==> config.mk <==
export PLATFORM = sky130hd
export DESIGN_NAME = pdp11_exec
export DESIGN_NICKNAME = d
export VERILOG_FILES = /design/src/rtl/pdp11_exec_pkg.sv /design/src/rtl/pdp11_exec_regfile.sv /design/src/rtl/pdp11_exec.sv
export SDC_FILE = /design/constraint.sdc
export NUM_CORES = 1
export LEC_CHECK = 0
export ABC_AREA = 0
export CORE_MARGIN = 3
export CORE_UTILIZATION = 40
export CTS_CLUSTER_SIZE = 25
export DETAILED_ROUTE_END_ITERATION = 12
export GPL_ROUTABILITY_DRIVEN = 0
export PLACE_DENSITY_LB_ADDON = 0.3
export SYNTH_ARGS = -nofsm -noshare
export SYNTH_HDL_FRONTEND = slang
export SYNTH_HIERARCHICAL = 1
export SYNTH_SLANG_ARGS = --single-unit
==> constraint.sdc <==
create_clock -name clk -period 11 [get_ports clk]
set_input_delay 2.2 -clock clk [delete_from_list [all_inputs] [get_ports clk]]
set_output_delay 2.2 -clock clk [all_outputs]
set_load 0.02 [all_outputs]
==> src/rtl/pdp11_exec_pkg.sv <==
// Shared definitions for the pdp11_exec register-mode execute sequencer.
//   - Sequencer state encoding and instruction-class codes.
//   - classify(): maps a 16-bit instruction word to its class.
//   - decode(): derives the register-file selects and write-back controls.
// Optional feature macro: PDP11_EIS_EN. When it is defined, ASH (072RSS) and
// XOR (074RSS) are decoded in register mode. When it is undefined, both
// encodings classify as ILLEGAL.
package pdp11_exec_pkg;

    typedef enum logic [1:0] {
        S_IDLE = 2'd0,
        S_EXEC = 2'd1,
        S_WB   = 2'd2,
        S_TRAP = 2'd3
    } state_e;

    typedef enum logic [1:0] {
        CLS_DOUBLE  = 2'd0,
        CLS_SINGLE  = 2'd1,
        CLS_EIS     = 2'd2,
        CLS_ILLEGAL = 2'd3
    } cls_e;

    typedef struct packed {
        logic [2:0] ra;      // register presented on alu a
        logic [2:0] rb;      // register presented on alu b
        logic       a_zero;  // single-operand ops present a=0
        logic       wr_en;   // result written back to a register
        logic [2:0] wa;      // write-back register
        logic       sxt;     // MOVB: sign-extend byte result into [15:8]
        logic       mtps;    // MTPS: T bit of the PSW is preserved
    } dec_t;

    function automatic cls_e classify(input logic [15:0] ir);
        cls_e c;
        logic single_ok;
        c = CLS_ILLEGAL;
        single_ok = ((ir[11:6] >= 6'o50) && (ir[11:6] <= 6'o63)) ||
                    (ir[15:6] == 10'o0003) || (ir[15:6] == 10'o0067) ||
                    (ir[15:6] == 10'o1064) || (ir[15:6] == 10'o1067);
        if ((ir[14:12] != 3'o0) && (ir[14:12] != 3'o7)) begin
            if ((ir[11:9] == 3'o0) && (ir[5:3] == 3'o0))
                c = CLS_DOUBLE;
        end else if (ir[14:12] == 3'o0) begin
            if (single_ok && (ir[5:3] == 3'o0))
                c = CLS_SINGLE;
        end
`ifdef PDP11_EIS_EN
        if (((ir[15:9] == 7'o072) || (ir[15:9] == 7'o074)) && (ir[5:3] == 3'o0))
            c = CLS_EIS;
`endif
        return c;
    endfunction

    function automatic dec_t decode(input logic [15:0] ir);
        dec_t d;
        cls_e c;
        c        = classify(ir);
        d.ra     = ir[8:6];
        d.rb     = ir[2:0];
        d.wa     = ir[2:0];
        d.a_zero = (c == CLS_SINGLE);
        d.sxt    = (c == CLS_DOUBLE) && ir[15] && (ir[14:12] == 3'o1);
        d.mtps   = (c == CLS_SINGLE) && (ir[15:6] == 10'o1064);
        d.wr_en  = 1'b0;
        case (c)
            // CMP(B) and BIT(B) only set condition codes
            CLS_DOUBLE: d.wr_en = (ir[14:12] != 3'o2) && (ir[14:12] != 3'o3);
            // TST(B) and MTPS only set the PSW
            CLS_SINGLE: d.wr_en = (ir[11:6] != 6'o57) && !d.mtps;
`ifdef PDP11_EIS_EN
            CLS_EIS: begin
                d.wr_en = 1'b1;
                // ASH: count register in the low field, shifted register in R
                if (ir[11:9] == 3'o2) begin
                    d.ra = ir[2:0];
                    d.rb = ir[8:6];
                    d.wa = ir[8:6];
                end
            end
`endif
            default: d.wr_en = 1'b0;
        endcase
        return d;
    endfunction

endpackage

==> src/rtl/pdp11_exec_regfile.sv <==
// pdp11_regfile: 8 x 16-bit general register file (R0-R7).
// Ports:
//   clk, reset      clock, asynchronous active-high reset (all regs <= REG_RESET)
//   ra_i/ra_o       async read port A
//   rb_i/rb_o       async read port B
//   dbg_i/dbg_o     async debug read port
//   we_i/wa_i/wd_i  synchronous write port
module pdp11_regfile #(
    parameter logic [15:0] REG_RESET = 16'h0
) (
    input  logic        clk,
    input  logic        reset,
    input  logic [2:0]  ra_i,
    input  logic [2:0]  rb_i,
    input  logic [2:0]  dbg_i,
    input  logic        we_i,
    input  logic [2:0]  wa_i,
    input  logic [15:0] wd_i,
    output logic [15:0] ra_o,
    output logic [15:0] rb_o,
    output logic [15:0] dbg_o
);

    logic [15:0] r_q [8];

    always_ff @(posedge clk or posedge reset) begin
        if (reset) begin
            for (int i = 0; i < 8; i++) r_q[i] <= REG_RESET;
        end else if (we_i) begin
            r_q[wa_i] <= wd_i;
        end
    end

    assign ra_o  = r_q[ra_i];
    assign rb_o  = r_q[rb_i];
    assign dbg_o = r_q[dbg_i];

endmodule

==> src/rtl/pdp11_exec.sv <==
// pdp11_exec: register-mode PDP-11 execute sequencer driving an external alu.
// Accepts one instruction per valid/ready handshake, presents operands and
// the PSW to the alu, captures the alu result and writes back register + PSW.
// Unsupported encodings (including any non-register mode) pulse trap.
// Ports:
//   clk, reset                clock, asynchronous active-high reset
//   instr_valid/instr/instr_ready   instruction handshake
//   done, trap                one-cycle retire / unsupported pulses
//   alu_op/alu_a/alu_b/alu_ps to alu;  alu_d/alu_psr from alu
//   psw                       current processor status word
//   dbg_sel/dbg_data          combinational debug register read
// Optional feature macro: PDP11_EIS_EN (ASH/XOR decode, see pdp11_exec_pkg).
module pdp11_exec
    import pdp11_exec_pkg::*;
#(
    parameter logic [7:0]  RESET_PSW = 8'h00,
    parameter logic [15:0] REG_RESET = 16'h0
) (
    input  logic        clk,
    input  logic        reset,
    input  logic        instr_valid,
    input  logic [15:0] instr,
    output logic        instr_ready,
    output logic        done,
    output logic        trap,
    output logic [9:0]  alu_op,
    output logic [15:0] alu_a,
    output logic [15:0] alu_b,
    output logic [7:0]  alu_ps,
    input  logic [15:0] alu_d,
    input  logic [7:0]  alu_psr,
    output logic [7:0]  psw,
    input  logic [2:0]  dbg_sel,
    output logic [15:0] dbg_data
);

    state_e      state_q;
    logic [15:0] ir_q;
    logic [7:0]  psw_q;
    logic [7:0]  psw_d;
    logic        done_q;
    logic        trap_q;
    logic [15:0] d_q;
    logic [7:0]  psr_q;
    logic [15:0] wd_d;
    logic [15:0] rd_a;
    logic [15:0] rd_b;
    logic        we;
    cls_e        cls_in;
    dec_t        dec_ir;

    always_comb begin
        cls_in = classify(instr);
        dec_ir = decode(ir_q);
    end

    // MOVB to a register sign-extends; other byte ops rely on the alu
    // having preserved the high byte.
    assign wd_d  = dec_ir.sxt ? {{8{d_q[7]}}, d_q[7:0]} : d_q;
    assign psw_d = dec_ir.mtps ? {psr_q[7:5], psw_q[4], psr_q[3:0]} : psr_q;
    assign we    = (state_q == S_WB) && dec_ir.wr_en;

    always_ff @(posedge clk or posedge reset) begin
        if (reset) begin
            state_q <= S_IDLE;
            ir_q    <= 16'h0;
            psw_q   <= RESET_PSW;
            done_q  <= 1'b0;
            trap_q  <= 1'b0;
        end else begin
            done_q <= 1'b0;
            trap_q <= 1'b0;
            case (state_q)
                S_IDLE: begin
                    if (instr_valid) begin
                        ir_q <= instr;
                        if (cls_in == CLS_ILLEGAL) begin
                            state_q <= S_TRAP;
                            trap_q  <= 1'b1;
                        end else begin
                            state_q <= S_EXEC;
                        end
                    end
                end
                S_EXEC: begin
                    state_q <= S_WB;
                    done_q  <= 1'b1;
                end
                S_WB: begin
                    psw_q   <= psw_d;
                    state_q <= S_IDLE;
                end
                default: state_q <= S_IDLE;
            endcase
        end
    end

    // alu result is captured on the edge that ends EXEC
    always_ff @(posedge clk) begin
        if (state_q == S_EXEC) begin
            d_q   <= alu_d;
            psr_q <= alu_psr;
        end
    end

    pdp11_regfile #(.REG_RESET(REG_RESET)) u_regfile (
        .clk   (clk),
        .reset (reset),
        .ra_i  (dec_ir.ra),
        .rb_i  (dec_ir.rb),
        .dbg_i (dbg_sel),
        .we_i  (we),
        .wa_i  (dec_ir.wa),
        .wd_i  (wd_d),
        .ra_o  (rd_a),
        .rb_o  (rd_b),
        .dbg_o (dbg_data)
    );

    assign instr_ready = (state_q == S_IDLE);
    assign done        = done_q;
    assign trap        = trap_q;
    assign alu_op      = ir_q[15:6];
    assign alu_a       = dec_ir.a_zero ? 16'h0 : rd_a;
    assign alu_b       = rd_b;
    assign alu_ps      = psw_q;
    assign psw         = psw_q;

endmodule

### Word level (Yosys, flattened, before mapping)

Cells that the tools add are included.

* order comparisons: 8
* equality and inequality tests: 19
* muxes and demuxes: 30
* bitwise operators: 4
* reduce and logical (&&, ||, !) cells: 36

Operator list (count)
* $bmux W16 S3: 3
* $mux W16: 9
* $bwmux W128: 1
* $demux W16 S3: 1
* $eq A10 B10 Y1 const B: 4
* $eq A10 B2 Y1 const B: 2
* $eq A10 B6 Y1 const B: 2
* $mux W2: 10
* $logic_not A3 Y1: 6
* $logic_and A1 B1 Y1: 15
* $ge A4 B4 Y1 const B: 3
* $ge A6 B6 Y1 const B: 2
* $le A6 B6 Y1 const B: 2
* $not A3 Y4: 3
* $logic_or A1 B1 Y1: 8
* $ne A3 B2 Y1 const B: 2
* $ne A3 B3 Y1 const B: 2
* $ne A6 B6 Y1 const B: 1
* $reduce_bool A3 Y1: 2
* $eq A2 B1 Y1 const B: 2
* $eq A2 B2 Y1 const B: 2
* $logic_not A2 Y1: 2
* $lt A4 B1 Y1 const B: 1
* $mux W1: 4
* 7 further kinds: 8

* bits in registers: 180
* input bits: 46
* word-level logic and storage cells: 113

### Logic depth before layout (Yosys ltp)

* word-level depth: 16
* mapped depth: 9
* gate-level depth less buffers: 6

### Cells and area by module

The synthesis kept the hierarchy.

By module, submodules not included
* pdp11_regfile: times used 1, cells an instance 454, area an instance 8049.0 µm²
* pdp11_exec: times used 1, cells an instance 180, area an instance 2319.7 µm²

### Worst setup path after synthesis

Ideal clock, no wire load.

* path kind: input -> output
* start point: input port dbg_sel[2]
* end point: output port dbg_data[11]
* data arrival time: 3.301 ns
* required time: 8.800 ns
* path slack: 5.499 ns
* stages: 4
* cells stage by stage: buf_6 > buf_6 > mux4_1 > mux2_2

* word-level cells in the longest chain between the ends: 4

Ends and longest elaborated chain
* start: declaration: line pdp11_exec.sv:33 `input logic [2:0] dbg_sel,`
* $not A3 Y4 (implied by the code): line pdp11_exec_regfile.sv:36 `assign dbg_o = r_q[dbg_i];`
* $bmux W16 S3: line pdp11_exec_regfile.sv:36
* $mux W16 (implied by the code) (2 in a row): line pdp11_exec_regfile.sv:36
* end: declaration: line pdp11_exec.sv:34 `output logic [15:0] dbg_data`

Every way passes these cells. The select of a mux whose other input is x is not followed.

### Worst setup path in the final report

* start point: input port dbg_sel[2]
* end point: output port dbg_data[2]

The elaborated chain is that of the path after synthesis.

==> metrics.cfg <==
[critical_path]
criticalPathCategory=input port to output port
path_cells=clkdlybuf4s50_1 -> buf_4 -> mux4_4 -> mux2_2 -> clkdlybuf4s50_1
cpPeakStageDelay_ns=0.70
rr_startpoint=ir_q[8]$_DFFE_PP0P_
startpoint=dbg_sel[2]
end_kind=output port
critical_path.slowest_cell=mux4_4
start_kind=input port
cp_max_fo=32
critical_path_arrival_ns=4.65
cp.required_ns=8.80
cp_common_cell=clkdlybuf4s50_1

[yosys]
synthFlopType=dfrtp_1
synth_simple_gate_area_share_pct=4.07
yosysTopAreaCell=dfrtp_1
yosys-top-cells-area=dfrtp_1, mux2_2, mux4_1
ys_seq_area_share_pct=44.6
netlist_area_um2=10400
syn_inst=634
synth_compound_area_share_pct=1.67
synth_commonest_cells=mux2_2, dfrtp_1, mux4_1
syn-mean-instance-area_um2=16.4
synth-seq-cells=180
synth_mux_area_share_pct=44.2
synth_top_family_by_area=multiplexers
synth_edf_count=24
synth.most_common_cell=mux2_2
synthAdderAreaFrac_pct=0
synth_warnings=6
synth_cell_types=47
synthXorXnorAreaFrac_pct=0
netlist.area_leader.share_pct=37.6
synth-async-reset-ratio_pct=86.7
synth_nets=680

[clock_tree]
clk_transition_reported_paths_ns=0.07
cts_buffer_depth=2
clk_latency_ns=0.43
cts_tree=yes
post_cts_buffers=0
cts-hold-fix-buffers=0
root_buffer=clkbuf_16
cts_sinks=180
cts_inserted_buffers=17
h-tree-depth=4
cts_resized=0

[global_routing]
grt_max_degree=68
grt_pass1_wl_mm=41.4
antenna_found_initial=0
grt_pass1_vias=6902
grtUsageTotal_pct=19.2
gr-total-overflow=0

[sta]
hold_viol=0
slew_headroom_pct=24.3
timing.fmax_ghz=0.146
grt_setup_unrepaired=false
finalSetupViolCount=0
worst_slew_pin_slew_ns=1.14
timing.final.crit_share_pct=62.3
fin_crit_ns=6.85
slew_viol_final=0
timing.hold.ws_ns=0.467
clock-skew-final_ns=0.0105
fin_tns_setup_ns=0

[hold_path]
hp-start=psr_q[7]$_DFFE_PP_
hold_path_class=flop to flop

[placement]
port_buffers=122
hpwl_mm=16.5

[power_and_ir_drop]
power_frac_comb_pct=28.9
sw_frac_of_total_pct=31.8
internal_power_w=0.00145
total_power_w=0.00213
pwr_density_cell_nw_per_um2=175
seqPwrFrac_pct=42.2
p_leak_nw=5.45
ir_drop_mv=0.101
p_sw_w=0.000678
clkPwrFrac_pct=28.9

[floorplan]
ioPinCount=123
die_w_um=167
rows=58
die_y_um=167
core_area_um2=25300
start_util_pct=40.9
dieArea_um2=27900

[detailed_routing]
postRouteAntennaNets=0
num_vias=6265
drc_errors=0
first_pass_iters=4
drt_iter0_drc=546
vias_per_cell=5.90
drt-wirelength-per-cell_um=24.4
wl_met2_mm=13.4
top_layer_used=met4
route.met3.wl_mm=1.13
wl_mm=25.9
met1Wirelength_mm=11.1

[cells_and_area]
drive_gt1_share_pct=40.3
diodes=0
final_nets=765
areaGrowthSynthToFinish_pct=17.4

[run_status]
status=completed

[flow_run]
drv_cap=0

[worst max-delay path, delay by kind of cell]
family / cells / cell delay (ns)
muxes: 2 / 1.00
buffers and inverters: 3 / 1.44
[per-layer routing]
layer | GRT usage (%) | vias to the layer above
met5 | 0 | -
met4 | 4.66 | 0
met3 | 4.08 | 26
met2 | 32.9 | 192
met1 | 25.1 | 3354
li1 | - | 2693
[logic make-up (layout without fill, tap and decap cells)]
| family | Yosys count | after routing |
|---|---|---|
| DFF | 180 | 180 |
| buffers and inverters | 73 | 171 |
| AOI/OAI and AO/OA | 25 | 25 |
| muxes | 294 | 294 |
| and+or+nand+nor | 62 | 62 |
[state kept, by name (all words and copies together) (netlist names)]
signal and count:
u_regfile/r_q 128, d_q 16, ir_q 16, alu_ps 8
psr_q 8, state_q 2, done 1, trap 1
[path summary, 6_finish.rpt]
kind                                                      end  slack, ns  cells after the start
worst max-delay path                              dbg_data[2]       4.15                      5
worst min-delay path                    alu_ps[7]$_DFFE_PP0P_       0.47                      1
worst max register to register  u_regfile/r_q[85]$_DFFE_PP0P_       6.82                      8
worst min register to register          alu_ps[7]$_DFFE_PP0P_       0.47                      1
max in group asynchronous       u_regfile/r_q[39]$_DFFE_PP0P_       7.32                      3
min in group asynchronous       u_regfile/r_q[48]$_DFFE_PP0P_       2.31                      2
[through the flow]
stage | std cells | setup WS, ns | utilization, % | instance area [µm²]
after global placement | 1030 | 4.11 | 45.7 | 11600
after floorplan | 634 | 5.39 | - | 10400
final | 1062 | 4.15 | 48.1 | 12200
after CTS | 1062 | 4.11 | 48.1 | 12200
after detailed placement | 1030 | 4.12 | 45.7 | 11600
after global routing | 1062 | 4.05 | 48.1 | 12200
[power by group through the flow]
stage,sequential [W],clock (W),combinational (W)
global route,0.000914,0.000664,0.000657
global placement,0.000899,0,0.000608
floorplan,0.000850,0,0.000480
CTS,0.000897,0.000635,0.000624
detailed placement,0.000910,0,0.000622
finish,0.000899,0.000616,0.000615
[cell type report]
cell class,instances,area (µm²)
clock buffers,18,429
clock inverters,14,165
fillers,2178,13200
inverters,5,21.3
multi-input cells,381,5210
flip-flops and latches,180,4630
well taps,330,413
repair buffers,134,1310
[placed cells by master, fill, tap and decap left out, types with 3 or more instances in the layout]
cell type	count
clkbuf_16	17
a21o_1	8
nor2_1	3
edfxtp_1	24
o21ai_0	5
buf_4	12
mux2_2	189
mux4_1	49
dfrtp_2	4
clkdlybuf4s50_1	121
inv_1	4
and2_1	18
nor3_1	4
dfrtp_1	152
nand2_1	12
mux2_1	9
inv_8	3
inv_6	4
nand4b_2	3
mux4_2	45
Power figures use the tool's default switching activity.
